`config.mk`:
```
export PLATFORM = sky130hd
export DESIGN_NAME = uart_rx_8n1
export DESIGN_NICKNAME = d
export VERILOG_FILES = /design/src/rtl/uart_pkg.sv /design/src/rtl/uart_baud_tick.sv /design/src/rtl/uart_rx_8n1.sv
export SDC_FILE = /design/constraint.sdc
export NUM_CORES = 1
export LEC_CHECK = 0
export BUFFER_PORTS_ARGS = -buffer_cell sky130_fd_sc_hd__clkbuf_2
export CORE_MARGIN = 5
export CORE_UTILIZATION = 40
export CTS_CLUSTER_DIAMETER = 50
export DETAILED_ROUTE_END_ITERATION = 8
export HOLD_SLACK_MARGIN = 0.12
export PLACE_DENSITY = 0.7
export SLEW_MARGIN = 5
export SYNTH_ARGS = -nofsm -noshare
export SYNTH_HDL_FRONTEND = slang
export SYNTH_SLANG_ARGS = --single-unit
```
`constraint.sdc`:
```
create_clock -name clk -period 1.5 [get_ports clk]
set_clock_uncertainty 0.1 [all_clocks]
set_input_delay 0.3 -clock clk [delete_from_list [all_inputs] [get_ports clk]]
set_output_delay 0.3 -clock clk [all_outputs]
set_load 0.03 [all_outputs]
```
`src/rtl/uart_pkg.sv`:
```
// ============================================================================
// Module  : uart_pkg
// Purpose : Shared definitions for the 8N1 UART blocks: receiver state
//           encoding, frame width and the default board clock / line rate
//           used by both uart_rx_8n1 and the uart_tx_8n1 baud logic.
// Ports   : none (package)
// Revision: 1.0 - initial release
// ============================================================================
`default_nettype none

package uart_pkg;

  // Data bits per frame (8N1).
  localparam int DATA_BITS = 8;

  // Board defaults: 12 MHz system clock, 9600 bit/s line.
  localparam int DEFAULT_CLK_FREQ = 12_000_000;
  localparam int DEFAULT_BAUD     = 9600;

  // Receiver framing states.
  typedef enum logic [2:0] {
    IDLE  = 3'd0,
    START = 3'd1,
    DATA  = 3'd2,
    STOP  = 3'd3,
    BREAK = 3'd4
  } rx_state_e;

  // Clocks per oversample tick, integer floor.
  function automatic int calc_tick_div(input int clk_freq, input int baud,
                                       input int oversample);
    return clk_freq / (baud * oversample);
  endfunction

endpackage : uart_pkg

`default_nettype wire

```
`src/rtl/uart_baud_tick.sv`:
```
// ============================================================================
// Module  : uart_baud_tick
// Purpose : Restartable clock divider. Emits a one-cycle tick every TICK_DIV
//           clocks. A restart zeroes the count so the next tick lands exactly
//           TICK_DIV clocks later, letting a receiver lock its sampling phase
//           to a start edge. Also usable as the uart_tx_8n1 bit-rate source.
// Ports   : clk     - system clock
//           rst_n   - synchronous active-low reset
//           restart - clear the divider (takes priority over counting)
//           tick    - one-cycle pulse on the last count of each period
// Revision: 1.0 - initial release
// ============================================================================
`default_nettype none

module uart_baud_tick #(
  parameter int TICK_DIV = 78
) (
  input  logic clk,
  input  logic rst_n,
  input  logic restart,
  output logic tick
);

  localparam int CW = (TICK_DIV > 1) ? $clog2(TICK_DIV) : 1;
  localparam logic [CW-1:0] LAST = CW'(TICK_DIV - 1);

  logic [CW-1:0] cnt;

  always_ff @(posedge clk) begin
    if (!rst_n || restart) begin
      cnt <= '0;
    end else if (cnt == LAST) begin
      cnt <= '0;
    end else begin
      cnt <= cnt + CW'(1);
    end
  end

  // The tick coincides with the wrap back to zero.
  assign tick = (cnt == LAST);

endmodule : uart_baud_tick

`default_nettype wire

```
`src/rtl/uart_rx_8n1.sv`:
```
// ============================================================================
// Module  : uart_rx_8n1
// Purpose : 8N1 UART receiver. Synchronises the asynchronous rx pin,
//           oversamples it OVERSAMPLE times per bit, deframes start / 8 data
//           (LSB first) / stop, and presents each byte on a valid/ready
//           holding register.
// Ports   : clk         - system clock
//           rst_n       - synchronous active-low reset
//           rx          - asynchronous serial input, idle high
//           rx_data     - received byte, stable while rx_valid is high
//           rx_valid    - byte available, held until rx_valid && rx_ready
//           rx_ready    - consumer accepts the byte
//           frame_err   - one-cycle pulse: stop bit sampled low
//           overrun_err - one-cycle pulse: byte completed while still full
//           busy        - receiver not idle
// Config  : `define UART_RX_MAJORITY_EN to decide every bit (start bit
//           included) by a 2-of-3 vote over the ticks at mid-1, mid, mid+1.
//           Without it a single sample at mid is used.
// Params  : OVERSAMPLE must be even and >= 8.
// Revision: 1.0 - initial release
// ============================================================================
`default_nettype none

module uart_rx_8n1
  import uart_pkg::*;
#(
  parameter int CLK_FREQ   = DEFAULT_CLK_FREQ,
  parameter int BAUD       = DEFAULT_BAUD,
  parameter int OVERSAMPLE = 16
) (
  input  logic                 clk,
  input  logic                 rst_n,
  input  logic                 rx,
  output logic [DATA_BITS-1:0] rx_data,
  output logic                 rx_valid,
  input  logic                 rx_ready,
  output logic                 frame_err,
  output logic                 overrun_err,
  output logic                 busy
);

  localparam int TICK_DIV = calc_tick_div(CLK_FREQ, BAUD, OVERSAMPLE);
  localparam int OSW      = $clog2(OVERSAMPLE);
  localparam int BIW      = $clog2(DATA_BITS);

  // Oversample counts are taken before the increment, so the tick seen with
  // os_cnt == N is the (N+1)th tick since the counter was cleared. The
  // start-bit mid point is therefore os_cnt == OVERSAMPLE/2-1. Once the start
  // bit is confirmed os_cnt is cleared, so each later bit is decided when the
  // counter wraps, a whole bit period after the previous decision.
  //
  // With the vote enabled every decision slips one tick later so that the
  // mid+1 sample is available; the spacing between decisions is unchanged.
`ifdef UART_RX_MAJORITY_EN
  localparam logic [OSW-1:0] START_PT = OSW'(OVERSAMPLE / 2);
`else
  localparam logic [OSW-1:0] START_PT = OSW'(OVERSAMPLE / 2 - 1);
`endif
  localparam logic [OSW-1:0] BIT_PT   = OSW'(OVERSAMPLE - 1);
  localparam logic [BIW-1:0] LAST_BIT = BIW'(DATA_BITS - 1);

  // --------------------------------------------------------------------------
  // Input synchroniser (idle-high reset so no false start after reset)
  // --------------------------------------------------------------------------
  logic sync_1;
  logic rx_s;

  always_ff @(posedge clk) begin
    if (!rst_n) begin
      sync_1 <= 1'b1;
      rx_s   <= 1'b1;
    end else begin
      sync_1 <= rx;
      rx_s   <= sync_1;
    end
  end

  // --------------------------------------------------------------------------
  // Oversample tick, phase-locked to the start edge
  // --------------------------------------------------------------------------
  logic tick_restart;
  logic os_tick;

  uart_baud_tick #(
    .TICK_DIV (TICK_DIV)
  ) u_baud_tick (
    .clk     (clk),
    .rst_n   (rst_n),
    .restart (tick_restart),
    .tick    (os_tick)
  );

  // --------------------------------------------------------------------------
  // Bit value at the decision tick
  // --------------------------------------------------------------------------
  logic sample;

`ifdef UART_RX_MAJORITY_EN
  // hist[0] / hist[1] hold the line one and two ticks back; together with
  // the current value they form the three-sample vote.
  logic [1:0] hist;

  always_ff @(posedge clk) begin
    if (!rst_n) begin
      hist <= 2'b11;
    end else if (os_tick) begin
      hist <= {hist[0], rx_s};
    end
  end

  assign sample = (hist[1] & hist[0]) | (hist[1] & rx_s) | (hist[0] & rx_s);
`else
  assign sample = rx_s;
`endif

  // --------------------------------------------------------------------------
  // Framing FSM
  // --------------------------------------------------------------------------
  rx_state_e state;
  rx_state_e state_nxt;

  logic [OSW-1:0]       os_cnt;
  logic [BIW-1:0]       bit_idx;
  logic [DATA_BITS-1:0] shreg;

  logic os_clr;
  logic bit_clr;
  logic shift_en;
  logic byte_done;
  logic frame_bad;

  always_ff @(posedge clk) begin
    if (!rst_n) begin
      state <= IDLE;
    end else begin
      state <= state_nxt;
    end
  end

  always_comb begin
    state_nxt    = state;
    tick_restart = 1'b0;
    os_clr       = 1'b0;
    bit_clr      = 1'b0;
    shift_en     = 1'b0;
    byte_done    = 1'b0;
    frame_bad    = 1'b0;

    case (state)
      IDLE: begin
        if (!rx_s) begin
          state_nxt    = START;
          tick_restart = 1'b1;
          os_clr       = 1'b1;
          bit_clr      = 1'b1;
        end
      end

      START: begin
        if (os_tick && (os_cnt == START_PT)) begin
          if (sample) begin
            // Line back high by mid-bit: noise, not a start bit.
            state_nxt = IDLE;
          end else begin
            state_nxt = DATA;
            os_clr    = 1'b1;
            bit_clr   = 1'b1;
          end
        end
      end

      DATA: begin
        if (os_tick && (os_cnt == BIT_PT)) begin
          shift_en = 1'b1;
          if (bit_idx == LAST_BIT) begin
            state_nxt = STOP;
          end
        end
      end

      STOP: begin
        if (os_tick && (os_cnt == BIT_PT)) begin
          if (sample) begin
            byte_done = 1'b1;
            state_nxt = IDLE;
          end else begin
            frame_bad = 1'b1;
            state_nxt = BREAK;
          end
        end
      end

      BREAK: begin
        // Hold off until the line returns high so a stuck-low line is not
        // decoded as a stream of zero bytes.
        if (rx_s) begin
          state_nxt = IDLE;
        end
      end

      default: begin
        state_nxt = IDLE;
      end
    endcase
  end

  // --------------------------------------------------------------------------
  // Counters and shift register
  // --------------------------------------------------------------------------
  always_ff @(posedge clk) begin
    if (!rst_n) begin
      os_cnt <= '0;
    end else if (os_clr) begin
      os_cnt <= '0;
    end else if (os_tick) begin
      os_cnt <= (os_cnt == BIT_PT) ? '0 : os_cnt + OSW'(1);
    end
  end

  always_ff @(posedge clk) begin
    if (!rst_n) begin
      bit_idx <= '0;
    end else if (bit_clr) begin
      bit_idx <= '0;
    end else if (shift_en) begin
      bit_idx <= bit_idx + BIW'(1);
    end
  end

  // LSB arrives first, so shift in from the top.
  always_ff @(posedge clk) begin
    if (!rst_n) begin
      shreg <= '0;
    end else if (shift_en) begin
      shreg <= {sample, shreg[DATA_BITS-1:1]};
    end
  end

  // --------------------------------------------------------------------------
  // Holding register and status pulses
  // --------------------------------------------------------------------------
  logic accept;
  assign accept = rx_valid && rx_ready;

  always_ff @(posedge clk) begin
    if (!rst_n) begin
      rx_data     <= '0;
      rx_valid    <= 1'b0;
      frame_err   <= 1'b0;
      overrun_err <= 1'b0;
    end else begin
      frame_err   <= frame_bad;
      // A handshake in the completion cycle frees the register, so the new
      // byte is taken and no overrun is reported.
      overrun_err <= byte_done && rx_valid && !rx_ready;
      if (byte_done && (!rx_valid || rx_ready)) begin
        rx_data  <= shreg;
        rx_valid <= 1'b1;
      end else if (accept) begin
        rx_valid <= 1'b0;
      end
    end
  end

  assign busy = (state != IDLE);

endmodule : uart_rx_8n1

`default_nettype wire

```
## Yosys cells after proc, flatten, opt, wreduce, memory -nomap -nowiden

Index checks and enable logic that the tools add are counted.

| word-level totals | value |
|---|---|
| output and inout port bits | 12 |
| register bits | 38 |

| cells by class | value |
|---|---|
| reduce and logical (&&, ||, !) cells | 18 |
| bitwise operators | 1 |
| multiplexer cells | 21 |
| add/subtract/negate cells | 3 |
| equal/unequal tests | 14 |

Operators with widths:

| kind | number |
|---|---|
| 2-to-1 mux 3 bit | 7 |
| one-hot mux 3 bit (5 select lines) | 1 |
| != test 2 bit (second input constant) | 6 |
| 2-to-1 mux 1 bit | 10 |
| adder 7 x 1 -> 7 bit (second input constant) | 1 |
| == test 7 bit (second input constant) | 1 |
| == test 3 x 2 -> 1 bit (second input constant) | 2 |
| == test 3 bit (second input constant) | 2 |
| logical AND 1 bit | 6 |
| AND reduction 6 bit | 1 |
| adder 4 x 1 -> 4 bit (second input constant) | 1 |
| == test 4 x 3 -> 1 bit (second input constant) | 1 |
| == test 4 bit (second input constant) | 1 |
| 2-to-1 mux 4 bit | 1 |
| OR reduction 2 bit | 2 |
| adder 3 x 1 -> 3 bit (second input constant) | 1 |
| == test 3 x 1 -> 1 bit (second input constant) | 1 |
| zero test 1 bit | 3 |
| zero test 3 bit | 1 |
| AND reduction 3 bit | 1 |
| nonzero test 3 bit | 1 |
| logical OR 1 bit | 2 |
| 2-to-1 mux 2 bit | 1 |
| one-hot mux 1 bit (2 select lines) | 1 |
| 2 further kinds | 2 |

## Longest topological paths before layout

Gate-level depths: netlist of run 1.

| depth | value |
|---|---|
| depth in word-level cells | 6 |
| gate-level depth with buffers | 7 |
| mapped depth without buffers | 6 |

## By module

From an unflattened synthesis of run 1, not the netlist that was laid out.

| second synthesis, totals | value |
|---|---|
| cell total of the unflattened synthesis | 189 |
| area, all modules | 1700.4 um^2 |

Modules (own cells, without submodules):

| module | area an instance (um^2) | times used | cells each |
|---|---|---|---|
| uart_rx_8n1 | 1396.3 | 1 | 155 |
| uart_baud_tick | 304.0 | 1 | 34 |

## Least setup slack after synthesis of run 1

Ideal clock, no wire load.

| timing path | value |
|---|---|
| path type | register -> register |
| start | reg u_baud_tick.cnt[0] |
| end | reg os_cnt[3] |
| setup time | 0.135 ns |
| clock period less this slack | 1.627 ns |
| cell stages (with the launch flop) | 6 |
| path slack | -0.127 ns |
| arrival | 1.392 ns |
| required time | 1.265 ns |
| path buffers | 0 |
| cells stage by stage | dfxtp_1 -> ha_1 -> and4bb_4 -> nand2_4 -> o41ai_4 -> nor3_1 |

| on the way | value |
|---|---|
| longest elaborated chain between the ends | 5 |

RTL lines:

| item | RTL line | text |
|---|---|---|
| start, declared | uart_baud_tick.sv:27 | `logic [CW-1:0] cnt;` |
| start signal, assigned | uart_baud_tick.sv:35 | `cnt <= cnt + CW'(1);` |
| == test 7 bit * | uart_baud_tick.sv:40 | `assign tick = (cnt == LAST);` |
| logical AND 1 bit | uart_rx_8n1.sv:160 | `if (os_tick && (os_cnt == START_PT)) begin` |
| 2-to-1 mux 1 bit | uart_rx_8n1.sv:160 |  |
| one-hot mux 1 bit (2 select lines) | uart_rx_8n1.sv:149 | `case (state)` |
| OR reduction 2 bit (no line) | n/a |  |
| end signal, assigned | uart_rx_8n1.sv:216 | `os_cnt <= (os_cnt == BIT_PT) ? '0 : os_cnt + OSW'(1);` |
| end, declared | uart_rx_8n1.sv:122 | `logic [OSW-1:0] os_cnt;` |

Mark *: on every way between the ends. The rest lies on a longest branch, timed or not.
A chain may end at the register's enable or synchronous reset.

## Final worst setup path of run 1

| timing path | value |
|---|---|
| start | reg state[2] |
| end | out busy |

| on the way | value |
|---|---|
| longest elaborated chain between the ends | 1 |

RTL lines:

| item | RTL line | text |
|---|---|---|
| start, declared | uart_rx_8n1.sv:119 | `rx_state_e state;` |
| start signal, assigned | uart_rx_8n1.sv:136 | `state <= state_nxt;` |
| nonzero test 3 bit | uart_rx_8n1.sv:265 | `assign busy = (state != IDLE);` |
| end, declared | uart_rx_8n1.sv:39 | `output logic busy` |

No other way between the ends.

==> results of run 1 <==
worst max-delay path: stages, from the launching register on:
cell     delay [ps]
dfxtp_2         330
buf_6           110
or3_4           380
buf_8           140
flip-flops by register name (all words and copies together), names as in the netlist:
register         flops
sync_1               1
overrun_err          1
shreg                8
frame_err            1
state                3
u_baud_tick.cnt      7
rx_s                 1
os_cnt               4
rx_data              8
bit_idx              3
rx_valid             1
worst max path at each step:
| stage | start | endpoint | slack (ps) | cells after the start |
|---|---|---|---|---|
| global route | u_baud_tick.cnt[1]$_SDFF_PP0_ | bit_idx[1]$_SDFFE_PP0P_ | -200 | 8 |
| global placement | u_baud_tick.cnt[1]$_SDFF_PP0_ | os_cnt[3]$_SDFFE_PP0N_ | -60 | 6 |
| floorplan | u_baud_tick.cnt[0]$_SDFF_PP0_ | state[0]$_SDFFE_PN0P_ | -4 | 5 |
| CTS | state[1]$_SDFFE_PN0P_ | busy | -160 | 3 |
| finish | state[2]$_SDFFE_PN0P_ | busy | -140 | 3 |
| detailed placement | u_baud_tick.cnt[1]$_SDFF_PP0_ | os_cnt[3]$_SDFFE_PP0N_ | -90 | 6 |
where the power goes:
group          internal (mW)  switching, mW  total [mW]
clock                  0.532          0.346       0.878
sequential              1.02        0.00894        1.03
combinational         0.0615         0.0531       0.115
total                   1.61          0.408        2.02
metal layers:
| metal | global-route usage | vias up |
|---|---|---|
| li1 | - | 738 |
| met1 | 0.213 | 696 |
| met2 | 0.239 | 27 |
| met3 | 0.0441 | 2 |
| met4 | 0.0534 | 0 |
| met5 | 0 | - |
per-stage QoR:
step                      utilization  hold slack (ps)  area, µm²  setup TNS [ps]
after global placement          0.499              307       2010            -347
final                           0.604              290       2430           -2300
after floorplan                     -              273       1740           -8.30
after global routing            0.604              305       2430           -4210
after CTS                       0.573              269       2310           -1940
after detailed placement        0.499              306       2010            -714
cell type report:
class / count / area share
Tap cell: 50 / 0.0257
Clock buffer: 6 / 0.0339
Clock inverter: 1 / 0.0123
Inverter: 4 / 0.00617
Timing Repair Buffer: 50 / 0.161
Multi-Input combinational cell: 133 / 0.445
Sequential cell: 38 / 0.316
Yosys cell counts, types with 3 or more instances:
master / number / share of area
a21boi_0: 11 / 0.049
xnor2_1: 4 / 0.021
xor2_1: 3 / 0.016
nor3b_1: 3 / 0.013
a21oi_1: 4 / 0.012
nor2_1: 11 / 0.025
inv_1: 4 / 0.0089
nand3_1: 13 / 0.039
nand4_1: 3 / 0.011
o21ai_0: 9 / 0.027
and2_1: 4 / 0.015
a21boi_1: 6 / 0.027
nand2_1: 27 / 0.060
ha_1: 5 / 0.037
dfxtp_1: 38 / 0.45
clkbuf_1: 3 / 0.0067
cell families after synthesis:
family	Yosys count	synth area share
AOI/OAI and AO/OA	39	0.171
xor gates and xnor gates	7	0.0365
adders and majority gates	5	0.0373
buffers and inverters	12	0.0343
DFF	38	0.453
muxes	1	0.00596
and+or+nand+nor	80	0.262
repair_timing:
action,4_1_cts,5_1_grt
hold buffers,1,0
gates cloned,3,0
pin swaps,18,12
resized for setup,51,25
setup endpoints to repair,31,31
hold endpoints to repair,1,0
setup buffers,7,3
==> results.tsv, run 1 <==
metric	value	unit
synth_fp_nets	191	
gr-total-overflow	0	
maxCapViolations	0	
grt_pass1_vias	1359	
timing.rr.start	state[2]$_SDFFE_PN0P_	
hpwl	2.47	mm
num_vias	1463	
nNetsFinal	241	
cts-buffers-inserted	5	
synth.cell_area	1680	µm²
worst_pin_slew	270	ps
multi_input_area	1080	µm²
violations	setup timing	
hold_path_class	input pin to flop	
clk-insertion-delay-late	280	ps
antenna_cells	0	
ant_nets	0	
drt_pass1_iterations	4	
total_power	2.02	mW
hold_viol	0	
final_cells	282	
row_count	23	
max-vdd-ir-drop	0.000427	V
hp-start	rst_n	
grt_pass1_wl	6.66	mm
cp_max_fo	3	
start_util	0.417	
cp-start-kind	flop	
totalWireLength	4.17	mm
htree_levels	2	
min_to	shreg[7]$_SDFFE_PN0P_	
synth-edff-count	0	
num_io_pins	16	
fill_cells	345	
holdPathStages	2	
p_leak	0.950	nW
layout-area-overhead-vs-synth	45.0	%
netlist_instances	182	
worst_slew_margin_rel	0.818	
wl_per_cell	14.8	µm
die_height	74.8	µm
postSynthAreaPerCell	9.23	µm²
port_buffers	15	
die-area	5590	µm²
setup_viol	26	
wl_met2	1.98	mm
max_freq	610	MHz
final_cell_mix	32 x dfxtp_1, 25 x buf_4, 15 x nand2_1, 15 x a21boi_1, 14 x clkbuf_2	
grt_max_degree	18	
drive_above_1_share	0.483	
pre_cts_ws	-87.3	ps
routed-wl-met3	137	µm
clock_sinks	38	
synthFlopType	dfxtp_1	
final_max_slew_viol_count	0	
ys_warn_count	0	
rsz0062_at_grt	yes	
clkTransAtPathRegs	80	ps
root_buffer	clkbuf_8	
m1WireLength	2.01	mm
required	1100	ps
cts_tree	done	
reg2reg_to	bit_idx[2]$_SDFFE_PP0P_	
vias_per_cell	5.19	
reg2reg_depth	7	
cp_data_arrival_time	1240	ps
powerDensity	830	nW/µm²
reg2reg_slack	-120	ps
place_inst	261	
clk_path_buf_depth	2	
highest_layer	met4	
status	finished, violations left	
place.gp.congestion	0.805	
final_common_cell	dfxtp_1	
async_flop_share	0	
synth.distinct_cells	42	
first_iter_violations	116	
die_w	74.8	µm
grt.total_usage	0.157	
fin_crit	1640	ps
period_share	1.09	
synth-seq-cells	38	
worst_slack	-139	ps
path_class	flop to output pin	
seq_area	768	µm²
core	4030	µm²
antenna_found_initial	0	
drc	0	
ys_seq_area_frac	0.453	
end_kind	output pin	
No activity file was read; power rests on OpenSTA's default activity.
==> run 2, diff against run 1 <==
Settings changed: ABC_AREA set to 1.
==> run 2 against run 1 <==
  * The flow still finishes with violations (setup timing)
  * Clock-buffer cell count unchanged
  * Combinational power rose to 5.3 times the previous value
  * Setup slack better by 77 ps
  * Utilization down 4.9 points
  * Largest cell class unchanged
  * Sequential power up 9.7%
  * Final area down 9.5%
==> results.tsv, run 2 <==
metric	value	unit
status	finished, violations left	
violations	setup timing	
worst_pin_slew	349	ps
synth-seq-cells	38	
drt_pass1_iterations	4	
p_int	1.70	mW
grt.total_usage	0.124	
wl_per_cell	10.7	µm
drc	0	
power_frac_comb	0.247	
final_max_slew_viol_count	0	
grt_pass1_wl	5.29	mm
die_w	73.8	µm
final_common_cell	nor2_1	
holdPathStages	4	
start_util	0.410	
path_class	flop to flop	
rsz0062_at_grt	yes	
netlist.area_leader.share	0.468	
cts-buffers-inserted	5	
final_cells	303	
max_freq	640	MHz
worst_slew_margin_rel	0.766	
drive_above_1_share	0.399	
timing.rr.start	u_baud_tick.cnt[1]$_SDFF_PP0_	
netlist_instances	205	
antenna_cells	0	
p_leak	0.955	nW
async_flop_share	0	
reg2reg_to	rx_data[4]$_SDFFE_PN0P_	
max-vdd-ir-drop	0.000682	V
num_io_pins	16	
port_buffers	15	
first_iter_violations	90	
ys_seq_area_frac	0.468	
nNetsFinal	261	
cts_tree	done	
period_share	1.04	
row_count	23	
setup_viol	10	
hpwl	2.17	mm
p_seq_frac	0.458	
layout-area-overhead-vs-synth	35.5	%
reg_top3	rx_data x8, shreg x8, u_baud_tick.cnt x7	
ant_nets	0	
ys_warn_count	0	
p_switching	0.761	mW
yosys-top-cells-area	dfxtp_1 47%, nor2_1 9.2%, nand2_1 6.7%	
swShare	0.309	
grt_pass1_vias	1257	
worst_slack	-61.6	ps
totalWireLength	3.24	mm
fin_crit	1560	ps
final_cell_mix	36 x nor2_1, 31 x dfxtp_1, 25 x buf_4	
htree_levels	2	
gr-total-overflow	0	
clock_sinks	38	
power_frac_clock	0.296	
powerDensity	1120	nW/µm²
synth-edff-count	0	
cp_data_arrival_time	1690	ps
fill_cells	358	
place_inst	288	
die-area	5440	µm²
synth.most_common_cell	nor2_1	
utilization	0.555	
root_buffer	clkbuf_8	
num_vias	1422	
synth.distinct_cells	33	
synth_fp_nets	214	
hold_viol	0	
cp-start-kind	flop	
grt_max_degree	19	
required	1630	ps
clkTransAtPathRegs	80	ps
place.gp.congestion	0.759	
antenna_found_initial	0	
hold_path_class	input pin to flop	
clk-insertion-delay-late	290	ps
clk_path_buf_depth	2	
cp_max_fo	8	
min_to	overrun_err$_SDFF_PN0_	
core	3970	µm²
reg2reg_depth	10	
postSynthAreaPerCell	7.93	µm²
end_kind	flop	
synth_largest_area_cell	dfxtp_1	
die_height	73.8	µm
synthFlopType	dfxtp_1	
synth.cell_area	1630	µm²
hp-start	rx_ready	
maxCapViolations	0	
reg2reg_slack	-60	ps
vias_per_cell	4.69	
synth_common_cells	40 x nor2_1, 38 x dfxtp_1, 29 x nand2_1, 14 x inv_1, 12 x o21ai_0	
-- run 2: cell families (layout without fill, tap and decap cells) --
family                   after synthesis  after routing  synth area share
AND/OR/NAND/NOR                      104            104             0.310
flip-flops                            38             38             0.468
AO/OA/AOI/OAI                         34             34             0.115
buffers and inverters                 22             70            0.0585
adder cells (fa/ha/maj)                5              5            0.0385
XOR/XNOR                               2              2            0.0108
-- run 2: layer usage --
| metal | GRT usage | up-vias | part of all wire |
|---|---|---|---|
| li1 | - | 763 | - |
| met1 | 0.160 | 633 | 0.49 |
| met2 | 0.190 | 21 | 0.46 |
| met3 | 0.0328 | 5 | 0.037 |
| met4 | 0.0604 | 0 | 0.014 |
| met5 | 0 | - | 0 |
-- run 2: power groups by stage --
stage | combinational [mW] | sequential [mW] | clock, mW
after global placement | 0.428 | 1.12 | 0
after detailed placement | 0.428 | 1.12 | 0
after CTS | 0.484 | 1.11 | 0.745
final | 0.607 | 1.13 | 0.728
after global routing | 0.686 | 1.13 | 0.796
after floorplan | 0.297 | 1.12 | 0
-- run 2: area by class of cell --
class | instances | area, µm² | area share
clock buffer | 6 | 82.6 | 0.0375
clock inverter | 2 | 12.5 | 0.00568
multi-input combinational | 145 | 891 | 0.404
timing repair buffer | 42 | 294 | 0.133
sequential | 38 | 772 | 0.350
timing repair inverter | 1 | 6.26 | 0.00284
tap | 50 | 62.6 | 0.0284
inverter | 19 | 83.8 | 0.0380
-- run 2: worst max-delay path, stage by stage, from the launching register on --
cell and delay, ps:
dfxtp_2 330, inv_2 60, ha_4 120, inv_2 40, nor2_4 110, nand3_4 130
inv_6 110, nand3_4 80, a21oi_4 240, nor2_1 90, nor2_1 100
-- run 2: worst max path at each step --
stage | from | end | slack [ps] | cells after the start
final | u_baud_tick.cnt[1]$_SDFF_PP0_ | rx_data[4]$_SDFFE_PN0P_ | -60 | 10
after CTS | u_baud_tick.cnt[1]$_SDFF_PP0_ | rx_data[7]$_SDFFE_PN0P_ | -50 | 10
after global routing | u_baud_tick.cnt[1]$_SDFF_PP0_ | rx_data[6]$_SDFFE_PN0P_ | -160 | 10
after floorplan | u_baud_tick.cnt[0]$_SDFF_PP0_ | bit_idx[0]$_SDFFE_PP0P_ | 20 | 9
after global placement | os_cnt[0]$_SDFFE_PP0N_ | rx_data[5]$_SDFFE_PN0P_ | -50 | 8
after detailed placement | os_cnt[0]$_SDFFE_PP0N_ | rx_data[5]$_SDFFE_PN0P_ | -90 | 8
-- run 2: per-stage QoR --
step	total power [mW]	hold WS [ps]	setup WS, ps	TNS, ps	area [µm²]
CTS	2.34	224	-52.4	-241	2100
floorplan	1.41	293	24.7	0	1630
finish	2.46	263	-61.6	-242	2200
global placement	1.55	307	-48.3	-272	1900
global route	2.62	298	-163	-2250	2200
detailed placement	1.55	307	-86.6	-624	1900
-- run 2: timing repair --
item | 4_1_cts | 5_1_grt
cloned | 0 | 1
hold buffers | 1 | 0
endpoints found under the setup margin | 17 | 35
buffers inserted | 2 | 3
pin swaps | 13 | 14
resized for setup | 27 | 25
hold endpoints to repair | 1 | 0
==> run 3, diff against run 2 <==
Settings changed: ABC_AREA 1 to unset, SYNTH_HIERARCHICAL set to 1.
==> run 3 against run 2 <==
  * The run still ends with setup timing left
  * Sequential cell count stayed put
  * Non-clock buffer count grew 9
  * Hold slack got worse by 120 ps
  * Power decreased by 11%
  * Critical path type unchanged
  * Largest power group is now clock
==> results.tsv, run 3 <==
metric	value	unit
placed_cell_area	2010	µm²
nNetsFinal	241	
grt.total_usage	0.143	
grt_pass1_wl	6.29	mm
total_power	2.18	mW
path_class	flop to flop	
fin_crit	1820	ps
power_frac_clock	0.480	
synth-adder-area-share	0.0368	
antenna_cells	0	
p_int	1.74	mW
synth_largest_area_cell	dfxtp_1	
p_switching	0.448	mW
synth.most_common_cell	dfxtp_1	
drive_above_1_share	0.322	
powerDensity	977	nW/µm²
status	finished, violations left	
reg_top3	rx_data x8, shreg x8, u_baud_tick/cnt x7	
final_cells	283	
final_cell_mix	34 x dfxtp_1, 32 x buf_4, 22 x a21oi_1	
antenna_found_initial	0	
power_frac_comb	0.048	
vias_per_cell	5.32	
clk-insertion-delay-late	300	ps
final_area	2240	µm²
synthSimpleGateAreaFrac	0.238	
netlist_instances	189	
drc	0	
die-area	5660	µm²
cpMostUsedCell	buf_4	
end_kind	flop	
first_iter_violations	95	
synth-seq-cells	38	
required	1610	ps
fin_hold_ws	139	ps
synthMuxAreaShare	0.0118	
synth-edff-count	0	
wl_per_cell	12.7	µm
die_height	75.2	µm
netlist.area_leader.share	0.447	
ys_seq_area_frac	0.447	
ys_warn_count	6	
port_buffers	15	
clk_path_buf_depth	2	
cp_max_fo	6	
synth_compound_area_frac	0.197	
row_count	23	
cts_tree	done	
cts-buffers-inserted	5	
fin_tns_setup	-7390	ps
layout-area-overhead-vs-synth	31.5	%
place.gp.congestion	0.857	
path_cells	inv_2 -> ha_4 -> nand4bb_1 -> nor2_2 -> buf_4 -> and4_1 -> buf_4 -> nand3_1 -> a211oi_2	
synth.cell_area	1700	µm²
start_util	0.419	
place_inst	270	
reg2reg_depth	9	
yosys-top-cells-area	dfxtp_1 45%, a21oi_1 6.5%, o21ai_0 4.4%	
grt_max_degree	22	
totalWireLength	3.58	mm
max_stage_delay	330	ps
hold_viol	0	
core	4060	µm²
utilization	0.551	
cp_data_arrival_time	1930	ps
worst_slack	-316	ps
synth.distinct_cells	36	
p_seq_frac	0.472	
final_max_slew_viol_count	0	
drt_pass1_iterations	4	
slowest_stage	dfxtp_2	
max-vdd-ir-drop	0.000526	V
hold_path_class	input pin to flop	
violations	setup timing	
period_share	1.21	
num_io_pins	16	
worst_pin_slew	613	ps
swShare	0.205	
postSynthAreaPerCell	9.00	µm²
hpwl	2.54	mm
gr-total-overflow	0	
max_freq	551	MHz
grt_pass1_vias	1453	
synth_fp_nets	198	
worst_slew_margin_rel	0.590	
holdPathStages	2	
async_flop_share	0	
synth_top_family_by_area	simple AND/OR/NAND/NOR gates	
cp-start-kind	flop	
die_w	75.2	µm
root_buffer	clkbuf_8	
ant_nets	0	
clkTransAtPathRegs	80	ps
maxCapViolations	0	
p_leak	0.820	nW
clock_sinks	38	
htree_levels	2	
synth_xor_area_frac	0.0206	
synth_common_cells	38 x dfxtp_1, 22 x a21oi_1, 15 x o21ai_0, 13 x nand3_1, 11 x nor2_1	
num_vias	1505	
pre_cts_ws	-373	ps
setup_viol	30	
final_common_cell	dfxtp_1	
rsz0062_at_grt	yes	
synthFlopType	dfxtp_1	
run 3: cell type report:
cell class / count / area, µm²
Inverter: 3 / 11.3
Timing Repair Buffer: 51 / 369
Clock inverter: 3 / 68.8
Tap cell: 50 / 62.6
Clock buffer: 5 / 68.8
Fill cell: 368 / 1820
Sequential cell: 38 / 766
Multi-Input combinational cell: 133 / 890
run 3: worst paths after layout:
kind	start	to	slack [ps]
worst min-delay path	rst_n	sync_1$_SDFF_PN1_	140
worst min register to register	sync_1$_SDFF_PN1_	rx_s$_SDFF_PN1_	320
worst max-delay path	u_baud_tick/cnt[1]$_SDFF_PP0_	bit_idx[2]$_SDFFE_PP0P_	-320
worst max register to register	u_baud_tick/cnt[1]$_SDFF_PP0_	bit_idx[2]$_SDFFE_PP0P_	-320
run 3: per-layer routing:
metal | share of wire | up-vias | wire [µm] | track usage
met4 | 0.018 | 0 | 65 | 0.0641
met5 | 0 | - | 0 | 0
met2 | 0.49 | 17 | 1760 | 0.245
met3 | 0.034 | 7 | 120 | 0.0320
li1 | - | 782 | - | -
met1 | 0.46 | 699 | 1640 | 0.170
run 3: power by group through the flow:
stage / combinational, mW / clock, mW / sequential (mW)
after floorplan: 0.0496 / 0 / 1.05
after global placement: 0.0888 / 0 / 1.05
after detailed placement: 0.0889 / 0 / 1.05
after CTS: 0.0992 / 1.06 / 1.03
after global routing: 0.117 / 1.11 / 1.03
final: 0.105 / 1.05 / 1.03
run 3: critical path: cells and delay by family, from the launching register on:
family,cells,cell delay [ps]
compound gates,1,210
fa+ha+maj,1,110
buf+inv,3,360
flops,1,330
simple gates,4,640
run 3: what timing repair did:
| action | in CTS | in global routing |
|---|---|---|
| endpoints found under the hold margin | 1 | 0 |
| pin swaps | 4 | 3 |
| hold buffers | 1 | 0 |
| gates resized for setup | 12 | 3 |
| buffers inserted | 3 | 1 |
| gates cloned | 0 | 0 |
| endpoints found under the setup margin | 30 | 30 |
run 3: cells by family after synthesis:
kind of cell	Yosys count
buffers and inverters	18
AOI/OAI and AO/OA	54
adders and majority gates	5
DFF	38
muxes	2
and+or+nand+nor	68
xor gates and xnor gates	4
